===== config.mk =====
export PLATFORM = sky130hd
export DESIGN_NAME = rom_stream_reader
export DESIGN_NICKNAME = d
export VERILOG_FILES = /design/src/rtl/rom_stream_reader.sv
export SDC_FILE = /design/constraint.sdc
export NUM_CORES = 1
export LEC_CHECK = 0
export CELL_PAD_IN_SITES_DETAIL_PLACEMENT = 2
export CELL_PAD_IN_SITES_GLOBAL_PLACEMENT = 2
export CORE_MARGIN = 3
export CORE_UTILIZATION = 32
export CTS_CLUSTER_DIAMETER = 200
export DETAILED_ROUTE_END_ITERATION = 6
export GPL_TIMING_DRIVEN = 0
export PLACE_DENSITY_LB_ADDON = 0.1
export SYNTH_ARGS = -nofsm -noshare
export SYNTH_HDL_FRONTEND = slang
export SYNTH_SLANG_ARGS = --single-unit

===== constraint.sdc =====
create_clock -name clk_i -period 3.5 [get_ports clk_i]
set_clock_uncertainty 0.2 [all_clocks]
set_input_delay 0.7 -clock clk_i [delete_from_list [all_inputs] [get_ports clk_i]]
set_output_delay 0.7 -clock clk_i [all_outputs]
set_load 0.01 [all_outputs]

===== src/rtl/rom_stream_reader.sv =====
// rom_stream_reader
//
// Burst read sequencer for a ROM with a 1-cycle synchronous read. On start it
// reads len_i consecutive words beginning at base_addr_i. The address wraps from
// WORD_COUNT-1 to 0. The words are delivered as a valid/ready stream through a
// 2-entry registered buffer, so backpressure never drops a word.
//
// Ports
//   clk_i        clock, rising edge
//   rstn_i       asynchronous active-low reset
//   start_i      start a burst (sampled only while idle)
//   base_addr_i  first word address, sampled with start_i
//   len_i        number of words, sampled with start_i (0 = empty burst)
//   busy_o       burst in progress
//   done_o       one-cycle pulse when the burst has finished
//   rom_addr_o   address to the ROM
//   rom_data_i   data from the ROM, one cycle after the address
//   m_data_o     stream data
//   m_valid_o    stream valid
//   m_last_o     final word of the burst
//   m_ready_i    stream ready
module rom_stream_reader #(
   parameter int WORD_WIDTH = 8,
   parameter int WORD_COUNT = 256,
   localparam int ADDR_WIDTH = $clog2(WORD_COUNT),
   localparam int LEN_WIDTH  = ADDR_WIDTH + 1
) (
   input  logic                  clk_i,
   input  logic                  rstn_i,
   input  logic                  start_i,
   input  logic [ADDR_WIDTH-1:0] base_addr_i,
   input  logic [LEN_WIDTH-1:0]  len_i,
   output logic                  busy_o,
   output logic                  done_o,
   output logic [ADDR_WIDTH-1:0] rom_addr_o,
   input  logic [WORD_WIDTH-1:0] rom_data_i,
   output logic [WORD_WIDTH-1:0] m_data_o,
   output logic                  m_valid_o,
   output logic                  m_last_o,
   input  logic                  m_ready_i
);

   localparam logic [1:0] ST_IDLE = 2'd0;
   localparam logic [1:0] ST_RUN  = 2'd1;
   localparam logic [1:0] ST_DONE = 2'd2;

   localparam logic [ADDR_WIDTH-1:0] ADDR_MAX = ADDR_WIDTH'(WORD_COUNT - 1);

   logic [1:0]            state_q, state_d;
   logic [ADDR_WIDTH-1:0] addr_q, addr_d;
   logic [LEN_WIDTH-1:0]  rem_q, rem_d;
   logic                  inflight_q, inflight_d;
   logic                  inflight_last_q, inflight_last_d;
   logic [WORD_WIDTH-1:0] buf_data_q [2];
   logic [WORD_WIDTH-1:0] buf_data_d [2];
   logic [1:0]            buf_last_q, buf_last_d;
   logic [1:0]            count_q, count_d;

   logic                  pop;
   logic                  issue;
   logic [2:0]            occupancy;
   logic                  wr_slot;

   // Issue is throttled so that everything already buffered plus the word in
   // flight, minus what leaves this cycle, still leaves room for the new word.
   always_comb begin
      pop       = (count_q != 2'd0) && m_ready_i;
      occupancy = 3'(count_q) + 3'(inflight_q) - 3'(pop);
      issue     = (state_q == ST_RUN) && (rem_q != '0) && (occupancy < 3'd2);
   end

   // Sequencing: address counter, remaining count and state. An empty burst
   // still spends one cycle in RUN so that busy_o is visible for it; RUN exits
   // on the edge where the final buffered word leaves.
   always_comb begin
      state_d         = state_q;
      addr_d          = addr_q;
      rem_d           = rem_q;
      inflight_d      = issue;
      inflight_last_d = issue && (rem_q == LEN_WIDTH'(1));
      case (state_q)
         ST_IDLE: begin
            if (start_i) begin
               addr_d  = base_addr_i;
               rem_d   = len_i;
               state_d = ST_RUN;
            end
         end
         ST_RUN: begin
            if (issue) begin
               addr_d = (addr_q == ADDR_MAX) ? '0 : addr_q + ADDR_WIDTH'(1);
               rem_d  = rem_q - LEN_WIDTH'(1);
            end
            if ((rem_q == '0) && !inflight_q &&
                ((count_q == 2'd0) || ((count_q == 2'd1) && pop))) begin
               state_d = ST_DONE;
            end
         end
         ST_DONE: begin
            state_d = ST_IDLE;
         end
         default: begin
            state_d = ST_IDLE;
         end
      endcase
   end

   // Output buffer as a 2-deep shift queue: head in slot 0. A word returning
   // from the ROM lands in the first free slot after this cycle's pop.
   always_comb begin
      buf_data_d = buf_data_q;
      buf_last_d = buf_last_q;
      wr_slot    = 1'b0;
      if (pop) begin
         buf_data_d[0] = buf_data_q[1];
         buf_last_d[0] = buf_last_q[1];
      end
      if (inflight_q) begin
         wr_slot = ((count_q - 2'(pop)) != 2'd0);
         if (wr_slot) begin
            buf_data_d[1] = rom_data_i;
            buf_last_d[1] = inflight_last_q;
         end else begin
            buf_data_d[0] = rom_data_i;
            buf_last_d[0] = inflight_last_q;
         end
      end
      count_d = count_q - 2'(pop) + 2'(inflight_q);
   end

   always_ff @(posedge clk_i or negedge rstn_i) begin
      if (!rstn_i) begin
         state_q         <= ST_IDLE;
         addr_q          <= '0;
         rem_q           <= '0;
         inflight_q      <= 1'b0;
         inflight_last_q <= 1'b0;
         buf_data_q[0]   <= '0;
         buf_data_q[1]   <= '0;
         buf_last_q      <= '0;
         count_q         <= '0;
      end else begin
         state_q         <= state_d;
         addr_q          <= addr_d;
         rem_q           <= rem_d;
         inflight_q      <= inflight_d;
         inflight_last_q <= inflight_last_d;
         buf_data_q      <= buf_data_d;
         buf_last_q      <= buf_last_d;
         count_q         <= count_d;
      end
   end

   assign busy_o     = (state_q == ST_RUN);
   assign done_o     = (state_q == ST_DONE);
   assign rom_addr_o = addr_q;
   assign m_valid_o  = (count_q != 2'd0);
   assign m_data_o   = buf_data_q[0];
   assign m_last_o   = buf_last_q[0] && m_valid_o;

endmodule


==> summary.md, run 1 <==
| Metric | Value |
|---|---|
| Status | `complete, no violations` |
| Critical R2R Launch | `count_q[1]` |
| Crit start category | `flip-flop` |
| Max Fanout on Critical Path | `10` |
| Post-Synth Adder-Cell Area | `3.53%` |
| Slew at the pin closest to its max-slew limit | `0.637 ns` |
| Worst path depth | `4` |
| Clk slew on worst S/H paths | `0.08 ns` |
| IO Port Bufs | `48` |
| Initial antenna violation count | `0` |
| Fraction of registers with async set/reset | `100%` |
| CTS Root Buffer Type | `clkbuf_8` |
| Critical Path RT | `2.60 ns` |
| Sequential area share after synthesis | `43.9%` |
| RSZ-0062 raised after global routing | `no` |
| Synthesized flop and latch total | `41` |
| Critical path class | `flip-flop to output port` |
| CP Cell Sequence | `nand2b_1 -> inv_1 -> clkbuf_1 -> clkdlybuf4s50_1` |
| Synth Flop Type | `dfrtp_1` |
| Final Setup Violations | `0` |
| Fill cells | `764` |
| CTS tree | `yes` |
| Setup ws final | `0.272 ns` |
| Largest family of logic cells by synthesized area | `simple AND/OR/NAND/NOR gates` |
| Clock latency at the later pin of the worst-skew pair | `0.30 ns` |
| Min-delay worst type | `input pin to asynchronous set/reset pin` |
| Starting Density | `33.7%` |
| Tcrit/Tclk final | `92.2%` |
| Num CTS Buffers | `5` |
| Leak | `1.32 nW` |
| Compound-Gate Fraction of Synth Area | `16.1%` |
| Xor/xnor share of the synthesized area | `0.749%` |
| Drt pass-1 iters | `4` |
| Final worst path period need | `3.23 ns` |
| Rows | `30` |
| Syn Inst Count | `231` |
| DRT Wirelength | `6700 µm` |
| GR Overflow Total | `0` |
| Pwr Density | `777 nW/µm²` |
| Clock Sinks | `41` |
| Core area | `6940 µm²` |
| Post-CTS sizing | `0` |
| Setup crit start | `state_q[1]` |
| Syn nets | `266` |
| CP endpoint | `busy_o` |
| Final ANT Viol Nets | `0` |
| RR Endpoint | `rom_addr_o[1]` |
| Maximum VDD drop | `216 µV` |
| First-pass GRT wire length | `11600 µm` |
| CP arrival | `2.33 ns` |
| Die H | `91.5 µm` |
| Max-cap violation count | `0` |
| Dominant cell type by area after synthesis | `dfrtp_1` |
| Vias in the first global route | `2206` |
| Wire per inst | `17.5 µm` |
| Routed vias | `2005` |
| Initial DRC count | `30` |
| CP Capture Type | `output port` |
| Fmax | `0.310 GHz` |
| Design area | `3060 µm²` |
| Area of the mapped netlist | `2340 µm²` |
| Simple-Gate Fraction of Synth Area | `20.2%` |
| Delay-heaviest family, CP | `buffers and inverters` |
| Synth top area share | `43.9%` |
| Post-synthesis mux area share | `9.90%` |
| Max Slew Vio Count | `0` |
| Die area | `8360 µm²` |
| Total power | `2.38 mW` |
| TNS Setup | `0 ns` |
| CTS H-tree depth | `2` |
| FF-to-FF setup slack | `0.71 ns` |
| DRC Markers | `0` |
| Clk buf depth | `2` |
| Gpl congestion | `0.765` |
| DR vias/cell | `5.23` |
| Post-place setup slack | `-0.0361 ns` |
| Worst Path Buf+Inv | `3` |
| Postcts setup bufs | `0` |
| N_diodes | `0` |
| Nets@finish | `322` |
| Synthesis Warnings | `0` |
| Mean Syn Cell Area | `10.1 µm²` |
| Slew headroom | `57.1%` |
| GRT Resource Usage Total | `17.2%` |
| Depth of the most critical reg-to-reg path | `8` |
| Main area contributors after synthesis | `dfrtp_1 (44%), mux2_2 (4.3%), mux2i_1 (4.3%)` |
| Core Util, Final | `44.0%` |
| CTS Hold Bufs | `0` |
| Commonest non-fill, non-tap cell in the layout | `clkdlybuf4s50_1` |
| IO Pins | `49` |
| DP Wirelength | `5120 µm` |
| Share of cells above drive strength 1 | `15.7%` |
| CP max stage cell | `clkdlybuf4s50_1` |
| Synthesis-to-layout area growth | `30.8%` |
| Commonest cells after routing, fill and taps aside | `clkdlybuf4s50_1 (47), dfrtp_1 (41), nand2_1 (22)` |
| Number of enable flip-flop cells after synthesis | `0` |
| Die Wd | `91.5 µm` |
| Largest net degree at the start of global routing | `27` |
| Largest stage delay, worst path | `0.64 ns` |
| Fin. Hold Viols | `0` |
| Count of different cell masters after synthesis | `54` |
| Area after DPL | `2950 µm²` |
-- cell type report --
cell class,instances,area (µm²),area share (%)
buffer,17,105,3.44
timing repair buffer,49,495,16.2
sequential,41,1030,33.6
inverter,7,26.3,0.860
tap,96,120,3.93
clock buffer,5,68.8,2.25
multi-input combinational,166,1180,38.6
clock inverter,2,35.0,1.15
-- worst min-delay path by stage --
stage          depth (start not counted)             to  startpoint  slack, ns
2_1_floorplan                          0  buf_data_q[0]      rstn_i       0.20
3_3_place_gp                           1     state_q[0]  state_q[1]       0.26
3_5_place_dp                           1     state_q[0]  state_q[1]       0.29
4_1_cts                                1     count_q[1]      rstn_i       0.14
5_1_grt                                1     count_q[1]      rstn_i       0.14
6_report                               1     count_q[1]      rstn_i       0.13
-- cell usage after synthesis (all sizes together), types with 3 or more instances --
| library cell | number |
|---|---|
| o211ai | 5 |
| a22oi | 3 |
| clkbuf | 4 |
| nand3 | 10 |
| nor4 | 3 |
| inv | 7 |
| nor3b | 4 |
| dfrtp | 41 |
| and2 | 3 |
| ha | 5 |
| nor3 | 6 |
| and3 | 3 |
| o221ai | 8 |
| a21oi | 19 |
| mux2 | 11 |
| nor2 | 18 |
| nand4b | 3 |
| buf | 13 |
| nand2b | 3 |
| mux2i | 10 |
| o21ai | 5 |
| nand2 | 23 |
-- state kept, by name (all words and copies together) (netlist names) --
register         count
state_q              2
buf_last_q           2
inflight_last_q      1
count_q              2
inflight_q           1
buf_data_q           8
rem_q                9
rom_addr_o           8
m_data_o             8
-- cell families (layout without fill, tap and decap cells) --
kind of cell / after synthesis / after routing
AND/OR/NAND/NOR: 86 / 86
AO/OA/AOI/OAI: 51 / 51
flip-flops: 41 / 41
buffers and inverters: 24 / 80
multiplexers: 21 / 21
adder cells (fa/ha/maj): 6 / 6
XOR/XNOR: 2 / 2
-- metal layers --
layer	vias up	part of all wire, %	wire [µm]	GRT usage [%]
met4	0	1.1	74	4.15
met1	1011	44	2970	21.3
met2	36	52	3460	30.6
met5	-	0	0	0
li1	950	-	-	-
met3	8	2.9	196	3.23
-- where the power goes --
part | leakage, nW | internal [mW] | total [mW] | switching (mW)
logic | 0.807 | 0.619 | 1.22 | 0.605
registers | 0.459 | 0.639 | 0.767 | 0.128
clock network | 0.0540 | 0.208 | 0.385 | 0.177
total | 1.32 | 1.47 | 2.38 | 0.910
-- worst reg2reg max path, stage by stage, from the launching register on --
cell      delay, ns
dfrtp_1        0.48
nand3b_1       0.19
nand2_1        0.17
nand2_1        0.09
fa_1           0.41
xnor2_1        0.24
nand3_2        0.24
o21ai_4        0.33
mux2_4         0.33
-- through the flow --
step	std cells	hold WS (ns)
global route	383	0.142
CTS	383	0.135
finish	383	0.128
floorplan	231	0.204
global placement	375	0.261
detailed placement	376	0.286
No activity file was read; power rests on OpenSTA's default activity.
==> inputs of run 2 (changes only) <==
--- a/config.mk
+++ b/config.mk
@@ -7,7 +7,7 @@
 export LEC_CHECK = 0
 export CELL_PAD_IN_SITES_DETAIL_PLACEMENT = 2
 export CELL_PAD_IN_SITES_GLOBAL_PLACEMENT = 2
-export CORE_MARGIN = 3
+export CORE_MARGIN = 2
 export CORE_UTILIZATION = 32
 export CTS_CLUSTER_DIAMETER = 200
 export DETAILED_ROUTE_END_ITERATION = 6
==> summary.md, run 2 (synthesis gave the netlist of run 1 again) <==
| Metric | Value |
|---|---|
| Fin. Hold Viols | `0` |
| Starting Density | `32.6%` |
| Worst Path Buf+Inv | `1` |
| Synthesis-to-layout area growth | `30.2%` |
| Fmax | `0.310 GHz` |
| Nets@finish | `322` |
| DR top layer | `met4` |
| Final ANT Viol Nets | `0` |
| IO Port Bufs | `48` |
| Share of cells above drive strength 1 | `16.0%` |
| CTS H-tree depth | `2` |
| Rows | `31` |
| Min-delay worst type | `input pin to asynchronous set/reset pin` |
| Leak | `1.31 nW` |
| Initial DRC count | `66` |
| Critical Path RT | `3.49 ns` |
| Met2 routed WL | `3370 µm` |
| GR Overflow Total | `0` |
| Status | `complete, no violations` |
| N_diodes | `0` |
| IO Pins | `49` |
| CP arrival | `3.21 ns` |
| Clk buf depth | `2` |
| Min Hold Slack | `0.129 ns` |
| Slew headroom | `60.6%` |
| Vias in the first global route | `2088` |
| Crit start category | `input pin` |
| Clk slew on worst S/H paths | `0.09 ns` |
| DR vias/cell | `5.24` |
| RSZ-0062 raised after global routing | `no` |
| Die Wd | `89.5 µm` |
| Final worst path period need | `3.23 ns` |
| M1 WL | `2920 µm` |
| Core area | `7180 µm²` |
| Core Util, Final | `42.4%` |
| Largest stage delay, worst path | `0.54 ns` |
| Met3 WL post-DR | `177 µm` |
| RR Endpoint | `rom_addr_o[0]` |
| Clock Sinks | `41` |
| GRT Resource Usage Total | `17.5%` |
| Commonest cells after routing, fill and taps aside | `clkdlybuf4s50_1 (47), dfrtp_1 (41), nand2_1 (22)` |
| TNS Setup | `0 ns` |
| Maximum VDD drop | `167 µV` |
| Die area | `8000 µm²` |
| Largest register FFs | `9` |
| Largest net degree at the start of global routing | `27` |
| Routed vias | `2029` |
| Postcts setup bufs | `0` |
| Gpl congestion | `0.754` |
| Slew at the pin closest to its max-slew limit | `0.585 ns` |
| Post-place setup slack | `-0.0567 ns` |
| Critical path class | `input pin to flip-flop` |
| Tcrit/Tclk final | `92.2%` |
| Clock latency at the later pin of the worst-skew pair | `0.30 ns` |
| Top cell by count, worst path | `nand2_1` |
| CP max stage cell | `clkdlybuf4s50_1` |
| Initial antenna violation count | `0` |
| Drt pass-1 iters | `4` |
| DRT Wirelength | `6500 µm` |
| Wire per inst | `16.8 µm` |
| CTS Root Buffer Type | `clkbuf_8` |
| Delay-heaviest family, CP | `simple AND/OR/NAND/NOR gates` |
| Total power | `2.31 mW` |
| Critical R2R Launch | `count_q[1]` |
| DRC Markers | `0` |
| FF-to-FF setup slack | `0.74 ns` |
| DP Wirelength | `4870 µm` |
| Biggest register | `rem_q` |
| Max Fanout on Critical Path | `7` |
| Max-cap violation count | `0` |
| Setup ws final | `0.273 ns` |
| CTS tree | `yes` |
| Die H | `89.5 µm` |
| Max Slew Vio Count | `0` |
| First-pass GRT wire length | `10600 µm` |
| Final Setup Violations | `0` |
| CP Capture Type | `flip-flop` |
| Post-CTS sizing | `0` |
| Commonest non-fill, non-tap cell in the layout | `clkdlybuf4s50_1` |
| Pwr Density | `758 nW/µm²` |
| Num CTS Buffers | `5` |
| CP Cell Sequence | `clkdlybuf4s50_1 -> nand3b_1 -> nand2_1 -> nand2_1 -> fa_1 -> xnor2_1 -> nand3_2 -> o21ai_4 -> mux2_4` |
| Depth of the most critical reg-to-reg path | `8` |
| CTS Hold Bufs | `0` |
==> run 2: cell count changes in the layout (fill, tap and decap cells not counted), sizes merged <==
cell / change
bufinv: -1
clkinv: +1
clkinvlp: +1
==> run 2: report_power, final <==
group          internal, mW  switching (mW)  total (mW)
clock network         0.138           0.180       0.318
registers             0.639           0.132       0.771
logic                 0.621           0.597        1.22
==> run 2: final cells by class <==
cell class	instances	area [µm²]
Fill cell	787	4130
Multi-Input combinational cell	166	1180
Sequential cell	41	1030
Timing Repair Buffer	49	495
Tap cell	99	124
Buffer	17	105
Clock buffer	5	68.8
Inverter	7	26.3
Clock inverter	3	17.5
==> run 2: worst max-delay path by stage <==
stage          startpoint  depth (start not counted)       endpoint  slack (ns)
2_1_floorplan   m_ready_i                          8  rom_addr_o[0]        0.81
5_1_grt         m_ready_i                          9  rom_addr_o[0]        0.07
4_1_cts         m_ready_i                          9  rom_addr_o[0]        0.23
6_report        m_ready_i                          9  rom_addr_o[0]        0.27
3_5_place_dp    m_ready_i                          9  rom_addr_o[0]       -0.06
3_3_place_gp    m_ready_i                          9  rom_addr_o[0]      -0.003
==> run 2: metrics by stage <==
stage	cells	instance area (µm²)
final	387	3040
after global routing	387	3040
after CTS	387	3040
after detailed placement	379	2960
after global placement	378	2940
after floorplan	231	2340
==> run 2: worst register-to-register path, cell delays in order, from the launching register on <==
cell and delay (ns):
dfrtp_1 0.47, nand3b_1 0.18, nand2_1 0.17, nand2_1 0.09
fa_1 0.41, xnor2_1 0.23, nand3_2 0.24, o21ai_4 0.33
mux2_4 0.33
==> run 2: per-layer routing <==
| metal | vias to the layer above | GRT usage [%] |
|---|---|---|
| li1 | 952 | - |
| met1 | 1033 | 21.8 |
| met2 | 39 | 31.4 |
| met3 | 5 | 3.14 |
| met4 | 0 | 4.07 |
| met5 | - | 0 |
